**config.mk**
```make
export PLATFORM = sky130hd
export DESIGN_NAME = mux_serializer
export DESIGN_NICKNAME = d
export VERILOG_FILES = /design/src/rtl/mux_serializer.sv
export SDC_FILE = /design/constraint.sdc
export NUM_CORES = 1
export LEC_CHECK = 0
export CAP_MARGIN = 20
export CORE_MARGIN = 2
export CORE_UTILIZATION = 46
export CTS_BUF_LIST = sky130_fd_sc_hd__clkbuf_2
export DETAILED_ROUTE_END_ITERATION = 8
export PLACE_DENSITY_LB_ADDON = 0.25
export SLEW_MARGIN = 20
export SYNTH_ARGS = -nofsm -noshare
export SYNTH_HDL_FRONTEND = slang
export SYNTH_SLANG_ARGS = --single-unit
```
**constraint.sdc**
```tcl
create_clock -name clk -period 1.9 [get_ports clk]
set_input_delay 0.38 -clock clk [delete_from_list [all_inputs] [get_ports clk]]
set_output_delay 0.38 -clock clk [all_outputs]
set_load 0.05 [all_outputs]
```
**src/rtl/mux_serializer.sv**
```systemverilog
// mux_serializer: loads a byte on start and shifts it out through an 8:1 mux select, LSB or MSB first.
// Define MUX_SERIALIZER_PARITY_EN to append an even-parity bit after the eighth data bit.
module mux_serializer #(
    parameter bit MSB_FIRST = 1'b0
) (
    input  logic       clk,
    input  logic       reset,
    input  logic       start,
    input  logic [7:0] data,
    input  logic       out_ready,
    output logic [2:0] sel,
    output logic       sbit,
    output logic       out_valid,
    output logic       busy,
    output logic       done
);
`ifdef MUX_SERIALIZER_PARITY_EN
    typedef enum logic [1:0] {IDLE, SHIFT, PARITY, DONE} state_t;
`else
    typedef enum logic [1:0] {IDLE, SHIFT, DONE} state_t;
`endif
    state_t     state_q, state_d;
    logic [7:0] hold_q, hold_d;
    logic [2:0] sel_q, sel_d;
    logic       last;

    assign sel  = sel_q;
    assign last = MSB_FIRST ? (sel_q == 3'd0) : (sel_q == 3'd7);

    always_ff @(posedge clk) begin
        if (reset) begin
            state_q <= IDLE;
            hold_q  <= 8'h00;
            sel_q   <= 3'd0;
        end else begin
            state_q <= state_d;
            hold_q  <= hold_d;
            sel_q   <= sel_d;
        end
    end

    always_comb begin
        state_d   = state_q;
        hold_d    = hold_q;
        sel_d     = sel_q;
        out_valid = 1'b0;
        sbit      = 1'b0;
        done      = 1'b0;
        busy      = state_q != IDLE;
        case (state_q)
            IDLE: if (start) begin
                hold_d  = data;
                sel_d   = MSB_FIRST ? 3'd7 : 3'd0;
                state_d = SHIFT;
            end
            SHIFT: begin
                out_valid = 1'b1;
                sbit      = hold_q[sel_q];
                // sel parks on the last index rather than wrapping
                if (out_ready) begin
`ifdef MUX_SERIALIZER_PARITY_EN
                    if (last) state_d = PARITY;
`else
                    if (last) state_d = DONE;
`endif
                    else sel_d = MSB_FIRST ? sel_q - 3'd1 : sel_q + 3'd1;
                end
            end
`ifdef MUX_SERIALIZER_PARITY_EN
            PARITY: begin
                out_valid = 1'b1;
                sbit      = ^hold_q;
                if (out_ready) state_d = DONE;
            end
`endif
            DONE: begin
                done    = 1'b1;
                state_d = IDLE;
            end
            default: state_d = IDLE;
        endcase
    end
endmodule

```
## Word level (Yosys, flattened, before mapping)

Cells that the tools add are included.
W data, S select, Z words.

| cells by class | value |
|---|---|
| add/sub/neg operators | 1 |
| $mul | 0 |
| div/mod/pow operators | 0 |
| $lt $le $gt $ge | 1 |
| eq/ne operators | 7 |
| shift-type cells | 0 |
| muxes and demuxes | 13 |
| bitwise logic cells | 0 |
| reductions and logical operators | 6 |

Operators with widths:

| cell | count |
|---|---|
| $mux W3 | 3 |
| $ne A2 B2 Y1 const B | 4 |
| $mux W2 | 3 |
| $pmux W3 S2 | 1 |
| $lt A3 B4 Y1 const B | 1 |
| $mux W1 | 4 |
| $pmux W2 S2 | 1 |
| $reduce_and A4 Y1 | 1 |
| $reduce_bool A2 Y1 | 2 |
| $add A3 B1 Y3 const B | 1 |
| $bmux W1 S3 | 1 |
| $eq A3 B3 Y1 const B | 1 |
| $reduce_and A3 Y1 | 1 |
| $eq A2 B1 Y1 const B | 1 |
| $eq A2 B2 Y1 const B | 1 |
| $logic_not A2 Y1 | 1 |
| $reduce_and A2 Y1 | 1 |

| storage, ports and cells | value |
|---|---|
| register bits after elaboration | 13 |
| bits in latches | 0 |
| RAM bits | 0 |
| ROM bits | 0 |
| input port bits | 12 |
| output and inout port bits | 7 |
| word-level logic and storage cells | 31 |
| memories kept | 0 |

## Logic depth before layout (Yosys ltp)

Gate-level depths: netlist of run 1.

| logic depth | value |
|---|---|
| depth in word-level cells | 4 |
| mapped depth | 5 |
| depth with buffers taken out | 5 |

## Worst setup path before layout of run 1

Ideal clock, no wire load.

| timing path | value |
|---|---|
| path kind | flip-flop to output port |
| start | reg sel_q[0], in the netlist sel[0] |
| end | out sbit |
| arrival | 1.865 ns |
| data required time | 1.520 ns |
| slack | -0.345 ns |
| cell stages (with the launch flop) | 4 |
| buffers on the path | 0 |
| path through | dfxtp_1 > mux4_1 > mux2_2 > and2_1 |

| on the way | value |
|---|---|
| cells in the longest elaborated chain, start to end | 3 |

RTL lines:

| item | line | text |
|---|---|---|
| start, declared | 24 | `logic [2:0] sel_q, sel_d;` |
| start signal, assigned | 38 | `sel_q <= sel_d;` |
| $bmux W1 S3 | 58 | `sbit = hold_q[sel_q];` |
| $mux W1 (not written as such) | 58 |  |
| $mux W1 | 50 | `case (state_q)` |
| end, declared | 12 | `output logic sbit,` |

Every way passes these cells. The select of a mux whose other input is x is not followed.

## Worst setup path in the final report of run 1

| timing path | value |
|---|---|
| start | reg sel_q[1], in the netlist sel[1] |
| end | out sbit |

Same word-level chain as after synthesis.

==> results of run 1 <==
[final cells by class]
cell class	instances	area share (%)
clock buffer	4	2.332
inverter	1	0.4373
multi-input combinational	41	39.07
sequential	13	31.20
tap	15	2.187
timing repair buffer	22	24.78
[through the flow]
step	utilization, %	instance area [um2]	cells	setup slack [ns]	power, uW
floorplan	-	619.3	57	0.05336	360.1
global placement	65.78	834.6	92	0.06101	407.6
detailed placement	65.78	834.6	92	0.04870	410.1
CTS	67.65	858.3	96	-0.1952	559.6
global route	67.65	858.3	96	-0.2340	576.5
finish	67.65	858.3	96	-0.1734	550.8
[logic make-up after synthesis]
logic type | count (synthesis) | synth area share, %
AO/OA/AOI/OAI | 5 | 5.979
flip-flops | 13 | 42.89
adder cells (fa/ha/maj) | 2 | 4.123
buffers and inverters | 3 | 2.060
AND/OR/NAND/NOR | 23 | 21.24
multiplexers | 11 | 23.71
[cell usage in the layout, fill, tap and decap left out, drive strengths merged, types with 2 or more instances in the layout]
| cell type | Yosys | routed |
|---|---|---|
| nand2b | 3 | 3 |
| clkdlybuf4s50 | 0 | 11 |
| mux4 | 2 | 2 |
| buf | 1 | 11 |
| mux2i | 8 | 8 |
| nor2b | 3 | 3 |
| and2 | 2 | 2 |
| o2bb2ai | 3 | 3 |
| nor2 | 8 | 8 |
| dfxtp | 13 | 13 |
| clkbuf | 1 | 4 |
| ha | 2 | 2 |
[state kept, by name, indices dropped and copies added, names as in the netlist]
signal and cells:
hold_q 8, sel 3, state_q 2
[power groups by stage]
stage	sequential (uW)	clock, uW	combinational, uW
CTS	293	152	115
detailed placement	299	0	111
global placement	298	0	110
floorplan	303	0	57.6
global route	296	158	123
finish	294	144	113
[worst min-delay path by stage]
stage                                 from                      to  slack (ns)  cells past startpoint
global route        hold_q[3]$_SDFFE_PP0P_  hold_q[3]$_SDFFE_PP0P_        0.56                      2
global placement    hold_q[0]$_SDFFE_PP0P_  hold_q[0]$_SDFFE_PP0P_        0.47                      2
finish              hold_q[3]$_SDFFE_PP0P_  hold_q[3]$_SDFFE_PP0P_        0.51                      2
CTS                 hold_q[3]$_SDFFE_PP0P_  hold_q[3]$_SDFFE_PP0P_        0.51                      2
floorplan           hold_q[2]$_SDFFE_PP0P_  hold_q[2]$_SDFFE_PP0P_        0.45                      2
detailed placement  hold_q[3]$_SDFFE_PP0P_  hold_q[3]$_SDFFE_PP0P_        0.48                      2
[cell usage after synthesis (all sizes together) (2+ instances only)]
cell / number
mux4: 2
ha: 2
nand2b: 3
and2: 2
dfxtp: 13
nor2: 8
nor2b: 3
o2bb2ai: 3
mux2i: 8
[worst register-to-register path: stages, from the launching register on]
cell and delay [ns]:
dfxtp_4 0.37, buf_4 0.15, ha_1 0.19, ha_1 0.21, nand3b_1 0.17, a21oi_1 0.25
o2bb2ai_1 0.12
[metal layers]
layer	vias to the layer above	share of wire [%]
li1	248	-
met1	229	46
met2	13	48
met3	2	4.7
met4	0	1.0
met5	-	0
==> reports/summary.txt, run 1 <==
Tmin final = 2.073 ns
number of diodes = 0
Slew @ Worst Pin = 0.2840 ns
number of global-route vias before repair = 488
routability cong. = 0.6785
multi-input logic area = 335.3 um2
final setup TNS = -0.1734 ns
I/O pin total = 19
met2 global-route usage = 31.35%
Syn. warnings = 0
Num CTS Buffers = 3
internal power = 403.0 uW
HPWL Detailed = 860.3 um
syn avg cell area = 10.65 um2
IO buf count = 18
Post-CTS Repair Setup Buffers = 0
WL per Instance = 12.07 um
total vias in the final route = 492
core area = 0.001269 mm2
Synth Register Bits = 13
largest net degree at the start of global routing = 13
first-pass GRT wire length = 2.014 mm
violated checks = setup timing
final hold vios = 0
Clk network pwr share = 26.2%
Min Hold Slack = 0.5120 ns
status = finished, violations left
Max Cap Viol = 0
clk_skew = 0.001380 ns
TritonRoute pass-1 iters = 4
setup slack, reg-to-reg = 0.35 ns
Slew Viols, Final = 0
Post-Synthesis Cell Area = 606.8 um2
family with the most delay on the worst path = multiplexers
die area = 0.001626 mm2
slowest stage delay, CP = 0.48 ns
Synth Flop Type = dfxtp_1
worst min path class = flip-flop to flip-flop
TritonCTS clock tree = done
syn nets = 71
sequential share of power = 53.3%
floorplan row count = 13
register area = 267.8 um2
WP data required = 1.52 ns
Die X = 40.32 um
Bufs and invs on worst path = 1
Initial Utilization = 47.83%
met3 Usage GRT = 5.000%
clk buf depth = 2
Tcrit/Tclk final = 109.1%
asr flop ratio synth = 0%
FILL cells = 114
P per Cell Area = 641.7 mW/mm2
Mapped Cells = 57
Hold Buf Count CTS = 0
switching power = 147.7 uW
sequential share of the synthesized area = 42.89%
Yosys top cell by area = dfxtp_1
Worst-path clk slew = 0.12 ns
leading post-synthesis cells by cell area = dfxtp_1 (43%), mux2i_1 (13%), mux4_1 (8.7%)
Pleak = 0.0003654 uW
nature of the critical path endpoint = output pin
CTS H-tree depth = 1
share of cells above drive strength 1 = 28.40%
r2r startpoint = sel[0]$_SDFFE_PP0P_
initial antenna violation count = 0
gr busiest metal = met2
total congestion overflow = 0
Critical Path End = sbit
WL final = 1.159 mm
worst setup path category = flip-flop to output pin
area grow syn2layout = 41.44%
mean number of vias per cell = 5.125
top cell type's share of synthesized area = 42.89%
CP arrival = 1.69 ns
Crit path depth = 4
worst reg2reg endpoint = sel[1]$_SDFFE_PP0P_
Logic pwr share = 20.5%
DR iter-0 viols = 9
slowest CP cell = mux4_2
final setup margin = -0.1734 ns
Post-synth EDFFs = 0
max_slew headroom = 80.81%
Detail Route Antenna Nets = 0
Final Setup Violations = 1
distinct cell type count after synthesis = 22
CP Max Fanout = 2
r2r worst-path depth = 6
GRT met1 Usage = 22.95%
Max Clock Freq = 482.3 MHz
crit path launch = sel[1]$_SDFFE_PP0P_
Post-CTS Resized = 5
Chip Height = 40.32 um
worst skew pair latency = 0.26 ns
gr usage total = 19.24%
nets@finish = 96
switching share of power = 26.82%
Sink Count = 13
VDD IR max = 426.5 uV
worst path cell trace = mux4_2 -> mux2_4 -> and2_4 -> buf_8
Post-route DRC = 0
crit path launch type = flip-flop
CTS root buffer = clkbuf_2
RSZ-0062 raised after global routing = yes
Note: power is estimated with default switching activity, not from simulation.
==> run 2, diff against run 1 <==
Settings changed: CORE_MARGIN 2 to 4.
==> run 2 against run 1 <==
The run still ends with setup timing left. Clock power about the same. Maximum frequency up 0.33%. Cell count down 1.0%. Critical path depth stayed put. Sequential share of layout area increased by 0.51 points. Utilization is 4.5 points higher. Non-clock buffer count did not move. Final area fell by 1.6%. Combinational power down 4%. Largest cell class unchanged. Highest routed layer unchanged.
==> reports/summary.txt, run 2 (synthesized netlist as in run 1, its figures left out) <==
Sink Count = 13
share of cells above drive strength 1 = 28.40%
Initial Utilization = 51.82%
worst skew pair latency = 0.26 ns
Num CTS Buffers = 3
WL per Instance = 12.87 um
Worst-path clk slew = 0.13 ns
Tmin final = 2.067 ns
max_slew headroom = 81.18%
crit path launch type = flip-flop
CP Max Fanout = 2
final setup margin = -0.1667 ns
total vias in the final route = 481
violated checks = setup timing
Slew @ Worst Pin = 0.2785 ns
TritonCTS clock tree = done
utilization after layout = 72.12%
I/O pin total = 19
HPWL Detailed = 914 um
Pleak = 0.0003614 uW
status = finished, violations left
IO buf count = 18
Min Hold Slack = 0.5079 ns
Post-route DRC = 0
Tcrit/Tclk final = 108.8%
area grow syn2layout = 39.18%
number of global-route vias before repair = 464
mean number of vias per cell = 5.063
worst setup path category = flip-flop to output pin
core area = 0.001171 mm2
gr usage total = 13.05%
final hold vios = 0
RSZ-0062 raised after global routing = yes
total congestion overflow = 0
initial antenna violation count = 0
commonest cells after routing, fill and taps aside = dfxtp_1 (11), clkdlybuf4s50_1 (11), buf_4 (10), mux2i_1 (8), nor2_1 (8)
DR iter-0 viols = 6
clk_skew = 0.004820 ns
clk buf depth = 2
TritonRoute pass-1 iters = 4
register with the most flip-flops = hold_q
nets@finish = 96
Slew Viols, Final = 0
Final Setup Violations = 1
Detail Route Antenna Nets = 0
total power = 547.4 uW
Post-CTS Repair Setup Buffers = 0
Die X = 44.32 um
VDD IR max = 439.2 uV
Hold Buf Count CTS = 0
WP data required = 1.52 ns
Chip Height = 44.32 um
number of diodes = 0
Max Clock Freq = 483.9 MHz
die area = 0.001964 mm2
routability cong. = 0.7165
worst min path class = flip-flop to flip-flop
floorplan row count = 12
first-pass GRT wire length = 1.904 mm
nature of the critical path endpoint = output pin
P per Cell Area = 648.2 mW/mm2
CTS H-tree depth = 1
CTS root buffer = clkbuf_2
CP arrival = 1.69 ns
Max Cap Viol = 0
max FFs per register = 8
WL final = 1.223 mm
largest net degree at the start of global routing = 13
-- run 2: area by class of cell --
cell class | instances | area (um2)
clock buffer | 4 | 20.02
fill | 90 | 326.6
sequential | 13 | 267.8
inverter | 1 | 3.754
multi-input combinational | 41 | 335.3
tap | 14 | 17.52
timing repair buffer | 22 | 200.2
-- run 2: path summary, 6_finish.rpt --
check / end / slack (ns) / from / cells past startpoint
worst min register to register: hold_q[7]$_SDFFE_PP0P_ / 0.51 / hold_q[7]$_SDFFE_PP0P_ / 2
worst max register to register: sel[1]$_SDFFE_PP0P_ / 0.34 / sel[0]$_SDFFE_PP0P_ / 6
worst min-delay path: hold_q[7]$_SDFFE_PP0P_ / 0.51 / hold_q[7]$_SDFFE_PP0P_ / 2
worst max-delay path: sbit / -0.17 / sel[0]$_SDFFE_PP0P_ / 4
-- run 2: metal layers --
metal / track usage, % / vias up / wire length [um]
met4: 5.422 / 0 / 8
met5: 0 / - / 0
met2: 21.51 / 10 / 567
li1: - / 252 / -
met1: 16.58 / 217 / 591
met3: 2.439 / 2 / 56
-- run 2: what timing repair did --
| item | CTS | global route |
|---|---|---|
| pin swaps | 1 | 0 |
| endpoints found under the setup margin | 1 | 1 |
| resized for setup | 5 | 0 |
-- run 2: worst max-delay path, cell delays in order, from the launching register on --
cell	delay [ns]
dfxtp_4	0.37
mux4_2	0.49
mux2_4	0.28
and2_4	0.14
buf_8	0.14
-- run 2: power breakdown --
group	internal, uW	switching (uW)	total (uW)	leakage [uW]
clock network	55.9	88.8	145	0.0000166
registers	284	9.51	294	0.000108
logic	59.5	49.7	109	0.000237
-- run 2: stage by stage --
stage                     instances  instance area, um2  worst slack, ns  TNS (ns)
after floorplan                  57               619.3          0.05336         0
after global placement           91               820.8          0.05994         0
after detailed placement         91               820.8          0.05005         0
after CTS                        95               844.6          -0.1738   -0.1738
after global routing             95               844.6          -0.2148   -0.2148
final                            95               844.6          -0.1667   -0.1667
==> run 3, diff against run 2 <==
Settings changed: CORE_AREA set to 4 4 41 43, CORE_MARGIN 4 to unset, CORE_UTILIZATION 46 to unset, DIE_AREA set to 0 0 45 47.
Clock period 1.9 ns to 2.5 ns, I/O delays scaled along.
==> run 3 against run 2 <==
The flow now finishes without violations. Non-clock buffer count fell by 2. Clock skew shrank 0.0010 ns. Routed wire length fell by 3.2%. Final area is 1.8% lower. Critical path type unchanged. Critical endpoint unchanged. Largest cell class unchanged. Highest routed layer is now met3.
==> reports/summary.txt, run 3 (synthesized netlist as in run 1, its figures left out) <==
multi-input logic area = 334.1 um2
I/O pin total = 19
routed wl met2 = 600 um
Max Clock Freq = 418.9 MHz
share of cells above drive strength 1 = 11.39%
Num CTS Buffers = 3
RSZ-0062 raised after global routing = no
worst setup path category = flip-flop to output pin
number of global-route vias before repair = 425
nature of the critical path endpoint = output pin
utilization after layout = 63.75%
Metal-1 WL = 497 um
# placed instances = 90
register with the most flip-flops = hold_q
final hold vios = 0
Worst-path clk slew = 0.12 ns
Initial Utilization = 46.63%
FILL cells = 121
IO buf count = 18
Max Cap Viol = 0
crit path launch = sel[0]$_SDFFE_PP0P_
max FFs per register = 8
WL per Instance = 12.60 um
Post-CTS Repair Setup Buffers = 0
HPWL Detailed = 943.6 um
nets@finish = 94
clk buf depth = 2
commonest cells after routing, fill and taps aside = clkdlybuf4s50_1 (17), dfxtp_1 (13), mux2i_1 (8), nor2_1 (8)
VDD IR max = 454.6 uV
Post-CTS Resized = 0
routed wl met3 = 87 um
final setup TNS = 0 ns
worst min path class = flip-flop to flip-flop
crit path launch type = flip-flop
TritonCTS clock tree = done
CTS root buffer = clkbuf_2
CP Max Fanout = 6
mean number of vias per cell = 5.223
Sink Count = 13
Pleak = 0.0003441 uW
floorplan row count = 13
core area = 0.001301 mm2
clk_skew = 0.003778 ns
Tmin final = 2.387 ns
number of diodes = 0
total vias in the final route = 491
DR iter-0 viols = 6
initial antenna violation count = 0
Hold Buf Count CTS = 0
max_slew headroom = 65.12%
register area = 260.3 um2
commonest non-fill, non-tap cell in the layout = clkdlybuf4s50_1
max layer used = met3
worst skew pair latency = 0.27 ns
total congestion overflow = 0
Slew Viols, Final = 0
Post-route DRC = 0
Final Setup Violations = 0
Slew @ Worst Pin = 0.5215 ns
die area = 0.002115 mm2
gr usage total = 12.76%
WP data required = 2.00 ns
worst hold start = hold_q[5]$_SDFFE_PP0P_
largest net degree at the start of global routing = 13
TritonRoute pass-1 iters = 2
Final Instance Count excl. Fillers = 94
first-pass GRT wire length = 1.890 mm
Chip Height = 47 um
CTS H-tree depth = 1
CP arrival = 1.89 ns
Die X = 45 um
area grow syn2layout = 36.70%
routability cong. = 0.7393
total power = 408.4 uW
P per Cell Area = 492.3 mW/mm2
Tcrit/Tclk final = 95.49%
WL final = 1.184 mm
r2r startpoint = sel[0]$_SDFFE_PP0P_
Detail Route Antenna Nets = 0
status = finished clean
==> run 3: changes by cell type in the layout (fill, tap and decap cells not counted), moves of 2 or more <==
cell / before / now
mux4_2: 2 / 0
mux4_1: 0 / 2
dfxtp_1: 11 / 13
clkdlybuf4s50_1: 11 / 17
dfxtp_4: 2 / 0
buf_4: 10 / 3
==> run 3: worst paths after layout <==
check                                end  slack, ns  cells past startpoint
setup / recovery                    sbit       0.11                      4
hold / removal    hold_q[5]$_SDFFE_PP0P_       0.50                      2
setup reg to reg     sel[0]$_SDFFE_PP0P_       1.01                      5
hold reg to reg   hold_q[5]$_SDFFE_PP0P_       0.50                      2
==> run 3: cell type report <==
class	count	area share (%)
clock buffer	3	1.810
clock inverter	1	0.6033
inverter	1	0.4525
multi-input combinational	41	40.27
sequential	13	31.37
tap	15	2.262
timing repair buffer	20	23.23
==> run 3: power breakdown <==
part,internal [uW],switching (uW)
Sequential,217,7.72
Combinational,42.7,35.4
Clock,36.2,69.2
==> run 3: critical path, cell delays in order (launching register included) <==
cell and delay, ns:
dfxtp_1 0.46, mux4_1 0.56, mux2_2 0.27, and2_1 0.15
buf_4 0.18
==> run 3: stage by stage <==
stage,instance area (um2),setup slack [ns],hold slack (ns)
2_1_floorplan,606.8,0.1350,0.4514
3_3_place_gp,809.5,0.4557,0.4734
3_5_place_dp,809.5,0.4117,0.4781
4_1_cts,829.5,0.08398,0.5084
5_1_grt,829.5,0.01665,0.5570
6_report,829.5,0.1127,0.5047
==> run 3: layer usage <==
metal	vias to the layer above	global-route usage (%)
met4	0	1.754
met2	13	22.32
li1	248	-
met1	230	13.79
met5	-	0
met3	0	7.280
